File: src/rtl/gcd_controller.sv
// Control FSM for a subtract-and-compare GCD datapath: loads operand A then
// operand B, subtracts the smaller from the larger until the comparator
// reports equality, and bounds the run with an iteration counter.
//
// state | meaning
// ------+-------------------------------------------------------------
// LD_A  | waiting for operand A on data_input
// LD_B  | waiting for operand B; accepting it clears iter_cnt
// RUN   | one subtraction per cycle, steered by the EQ/LT/GT flags
// DONE  | result valid on datapath out_A, held until out_ready
// ERR   | timeout or illegal flags, held until out_ready
module gcd_controller #(
  parameter int MAX_ITER = 255,
  parameter int CNT_WID  = 9
) (
  input  logic               i_clk,
  input  logic               i_rst,
  input  logic               in_valid,
  output logic               in_ready,
  output logic               out_valid,
  input  logic               out_ready,
  output logic               err,
  input  logic               EQ,
  input  logic               LT,
  input  logic               GT,
  output logic               load_A,
  output logic               load_B,
  output logic               s_in1,
  output logic               s_in2,
  output logic               s_in3,
  output logic               busy,
  output logic [CNT_WID-1:0] iter_cnt
);

  typedef enum logic [2:0] {
    LD_A = 3'd0,
    LD_B = 3'd1,
    RUN  = 3'd2,
    DONE = 3'd3,
    ERR  = 3'd4
  } state_t;

  state_t             state_q, state_d;
  logic [CNT_WID-1:0] cnt_q, cnt_d;

  logic flags_one_hot;
  logic at_max;

  logic in_ready_raw, out_valid_raw, err_raw, busy_raw;
  logic load_a_raw, load_b_raw, s_in1_raw, s_in2_raw, s_in3_raw;

  assign flags_one_hot = ({EQ, LT, GT} == 3'b100) || ({EQ, LT, GT} == 3'b010) ||
                         ({EQ, LT, GT} == 3'b001);
  assign at_max        = (cnt_q == CNT_WID'(MAX_ITER));

  // State and iteration counter registers with synchronous reset.
  always_ff @(posedge i_clk) begin
    if (i_rst) begin
      state_q <= LD_A;
      cnt_q   <= '0;
    end else begin
      state_q <= state_d;
      cnt_q   <= cnt_d;
    end
  end

  // Next-state, counter update and datapath controls; in RUN the rules are
  // checked in priority order so illegal flags win over everything else.
  always_comb begin
    state_d       = state_q;
    cnt_d         = cnt_q;
    in_ready_raw  = 1'b0;
    out_valid_raw = 1'b0;
    err_raw       = 1'b0;
    busy_raw      = 1'b0;
    load_a_raw    = 1'b0;
    load_b_raw    = 1'b0;
    s_in1_raw     = 1'b0;
    s_in2_raw     = 1'b0;
    s_in3_raw     = 1'b0;
    case (state_q)
      LD_A: begin
        in_ready_raw = 1'b1;
        s_in3_raw    = 1'b1;
        load_a_raw   = in_valid;
        if (in_valid) state_d = LD_B;
      end
      LD_B: begin
        in_ready_raw = 1'b1;
        s_in3_raw    = 1'b1;
        load_b_raw   = in_valid;
        if (in_valid) begin
          state_d = RUN;
          cnt_d   = '0;
        end
      end
      RUN: begin
        busy_raw = 1'b1;
        if (!flags_one_hot) begin
          state_d = ERR;
        end else if (EQ) begin
          state_d = DONE;
        end else if (at_max) begin
          state_d = ERR;
        end else if (GT) begin
          s_in2_raw  = 1'b1;
          load_a_raw = 1'b1;
          cnt_d      = cnt_q + CNT_WID'(1);
        end else begin
          s_in1_raw  = 1'b1;
          load_b_raw = 1'b1;
          cnt_d      = cnt_q + CNT_WID'(1);
        end
      end
      DONE: begin
        out_valid_raw = 1'b1;
        if (out_ready) state_d = LD_A;
      end
      ERR: begin
        out_valid_raw = 1'b1;
        err_raw       = 1'b1;
        if (out_ready) state_d = LD_A;
      end
      default: begin
        state_d = LD_A;
      end
    endcase
  end

  // Every output is forced low while reset is asserted.
  assign in_ready  = in_ready_raw  & ~i_rst;
  assign out_valid = out_valid_raw & ~i_rst;
  assign err       = err_raw       & ~i_rst;
  assign busy      = busy_raw      & ~i_rst;
  assign load_A    = load_a_raw    & ~i_rst;
  assign load_B    = load_b_raw    & ~i_rst;
  assign s_in1     = s_in1_raw     & ~i_rst;
  assign s_in2     = s_in2_raw     & ~i_rst;
  assign s_in3     = s_in3_raw     & ~i_rst;
  assign iter_cnt  = i_rst ? '0 : cnt_q;

endmodule

File: config.mk
export PLATFORM = sky130hd
export DESIGN_NAME = gcd_controller
export DESIGN_NICKNAME = d
export VERILOG_FILES = /design/src/rtl/gcd_controller.sv
export SDC_FILE = /design/constraint.sdc
export NUM_CORES = 1
export LEC_CHECK = 0
export ABC_AREA = 1
export CORE_UTILIZATION = 47
export CTS_CLUSTER_SIZE = 25
export DETAILED_ROUTE_END_ITERATION = 10
export GPL_TIMING_DRIVEN = 0
export PLACE_DENSITY = 0.87
export SKIP_CTS_REPAIR_TIMING = 1
export SLEW_MARGIN = 40
export SYNTH_ARGS = -nofsm -noshare
export SYNTH_HDL_FRONTEND = slang
export SYNTH_SLANG_ARGS = --single-unit
export TNS_END_PERCENT = 5
File: constraint.sdc
create_clock -name i_clk -period 2.5 [get_ports i_clk]
set_input_delay 0.5 -clock i_clk [delete_from_list [all_inputs] [get_ports i_clk]]
set_output_delay 0.5 -clock i_clk [all_outputs]
set_load 0.02 [all_outputs]
==> results of run 1 <==
[layout make-up]
cell class / count / area, µm² / share of cell area
Multi-Input combinational cell: 109 / 584 / 0.451
Sequential cell: 12 / 245 / 0.189
Inverter: 24 / 92.6 / 0.0714
Buffer: 5 / 51.3 / 0.0396
Timing Repair Buffer: 25 / 255 / 0.197
Tap cell: 25 / 31.3 / 0.0241
Clock buffer: 4 / 36.3 / 0.0280
[critical path: stages, from the launching register on]
cell     delay, ps
dfxtp_4        390
ha_4           140
nand2_2         60
inv_2           90
nand3_4         80
nor2_4         130
nand2_2         60
nor2_2         100
ha_2           200
nor2_4          40
nand2_4        110
inv_4           50
nand2_1         90
a21oi_2         60
buf_4          150
[logic make-up (layout without fill, tap and decap cells)]
kind of cell             after synthesis  in the layout  share of synthesized area
AO/OA/AOI/OAI                         14             14                     0.0978
buffers and inverters                 29             58                      0.149
flip-flops                            12             12                      0.264
adder cells (fa/ha/maj)                2              2                     0.0275
AND/OR/NAND/NOR                       93             93                      0.461
[layer usage]
layer | vias to the layer above | part of all wire
met5 | - | 0
met4 | 0 | 0.0078
met3 | 4 | 0.044
met2 | 33 | 0.54
met1 | 483 | 0.41
li1 | 528 | -
[placed cells by master, fill, tap and decap left out, drive strengths merged, types with 6 or more instances in the layout]
master and count:
nand2 39, nor2 30, inv 24, nand3 16
dfxtp 12, a21oi 11, dlymetal6s2s 10, clkdlybuf4s50 9
clkbuf 9, buf 6, nor3 6
[worst paths after layout]
path	start	endpoint	depth (start not counted)
max	cnt_q[0]$_SDFFE_PP0P_	load_B	14
min	cnt_q[7]$_SDFFE_PP0P_	cnt_q[7]$_SDFFE_PP0P_	2
min reg2reg	cnt_q[7]$_SDFFE_PP0P_	cnt_q[7]$_SDFFE_PP0P_	2
max reg2reg	cnt_q[0]$_SDFFE_PP0P_	cnt_q[1]$_SDFFE_PP0P_	12
[power groups by stage]
| stage | Clock [µW] | Combinational [µW] | Sequential, µW |
|---|---|---|---|
| 2_1_floorplan | 0 | 334 | 245 |
| 3_3_place_gp | 0 | 443 | 251 |
| 3_5_place_dp | 0 | 455 | 252 |
| 4_1_cts | 158 | 458 | 248 |
| 5_1_grt | 167 | 508 | 254 |
| 6_report | 158 | 462 | 251 |
[metrics by stage]
step / cells / TNS (ps) / hold WS (ps) / setup slack [ps]
final: 204 / -80.8 / 483 / -48.0
after global routing: 204 / -346 / 513 / -147
after CTS: 203 / -5750 / 484 / -767
after detailed placement: 199 / -4390 / 471 / -464
after global placement: 199 / -4240 / 460 / -401
after floorplan: 150 / 0 / 443 / 180
[flip-flops by register name, summed over array words and instances (netlist names)]
register / count
state_q: 3
cnt_q: 9
==> flow_summary.yaml, run 1 <==
timing:
  fin_crit_sh: 1.02
  hold_viol: 0
  rsz0062_at_grt: "true"
  final_max_slew_viol_count: 0
  setup_viol: 2
  skew_ps: 13.4
  max_freq_mhz: 392
  min_period_ps: 2550
  worst_slack_ps: -48.0
  worst_pin_slew_ps: 326
  relSlewSlack: 0.781
synth:
  synth_commonest_cells: "36 x nand2_1, 29 x nor2_1, 22 x inv_1, 15 x nand3_1, 12 x dfxtp_1"
  synth_edf_count: 0
  yosysSeqAreaShare: 0.264
  syn_nets: 159
  syn_area_um2: 908
  syn_inst: 150
  synth_largest_area_cell: "dfxtp_1"
  yosysWarnings: 0
  syn_area_per_cell_um2: 6.06
  ys_async_sr_fraction: 0
  synth.distinct_cells: 23
  synth_top_area_share: 0.264
  synth_ff_type: "dfxtp_1"
  synth.most_common_cell: "nand2_1"
  ys_seq_elements: 12
  yosys-top-cells-area: "dfxtp_1 26%, nand2_1 15%, nor2_1 12%"
placement:
  place_area_um2: 1180
  post-dp-hpwl_mm: 1.75
  routabilityCongestion: 0.882
  port_buffers: 24
pwr:
  irDropWorstVdd_v: 0.000466
  leakagePower_uw: 0.000739
  combPwrFrac: 0.530
  swShare: 0.432
  p_per_area_nw_per_um2: 672
  clkPwrFrac: 0.181
  p_total_uw: 871
  internal_power_uw: 494
  power_frac_seq: 0.289
  switchingPower_uw: 377
floorplan:
  start_util: 0.515
  die-area_um2: 2110
  dieHeight_um: 46.0
  fp.coreArea_um2: 1760
  die_w_um: 46.0
  num_rows: 15
  ios: 25
run_status:
  status: "finished with violations"
  violations: "setup timing"
route:
  dr.pass1.iters: 4
  routedWlPerCell_um: 11.9
  drtIter0Drc: 32
  antenna_left: 0
  via_per_inst: 5.14
  wirelength_mm: 2.43
  drc: 0
  vias: 1048
global_routing:
  grt_max_degree: 11
  met1_usage: 0.281
  busiest_layer: "met2"
  grtUsageMet2: 0.437
  grt_pass1_wl_mm: 3.67
  grt_overflow: 0
  grtUsageMet3: 0.0595
  grt.total_usage: 0.241
  grt_pass1_vias: 878
  antenna_found_initial: 0
clock_network:
  worstSkewPairLatency_ps: 280
  cts.sink_count: 12
  clock_path_buffers: 2
  cts_buffers: 3
  cts_tree: "yes"
  path_clk_slew_ps: 90
  root_buffer: "clkbuf_4"
  h-tree-depth: 1
critical_path:
  worst_setup_path_end_kind: "output port"
  path_max_fanout: 5
  arrival_ps: 2050
  regToRegSetupSlack_ps: 590
  cp.required_ps: 2000
  critical_path_class: "reg2out"
  critPathLaunchType: "flop"
layout:
  num-nets-final: 189
  num-fill-cells: 157
  drive_gt1_frac: 0.212
  antenna-diode-count: 0
  area_growth_syn_to_layout_pct: 42.7
  post-route-util: 0.735
  final_cell_area_um2: 1300
hold_path:
  hold_class: "reg2reg"
flow_run:
  max-cap-violations: 0
No activity file was read; power rests on OpenSTA's default activity.
==> run 2, diff against run 1 <==
Settings changed: HOLD_SLACK_MARGIN from default to 0.12.
==> results of run 2 <==
The final DEF is identical to that of run 1; final timing and power are the same.
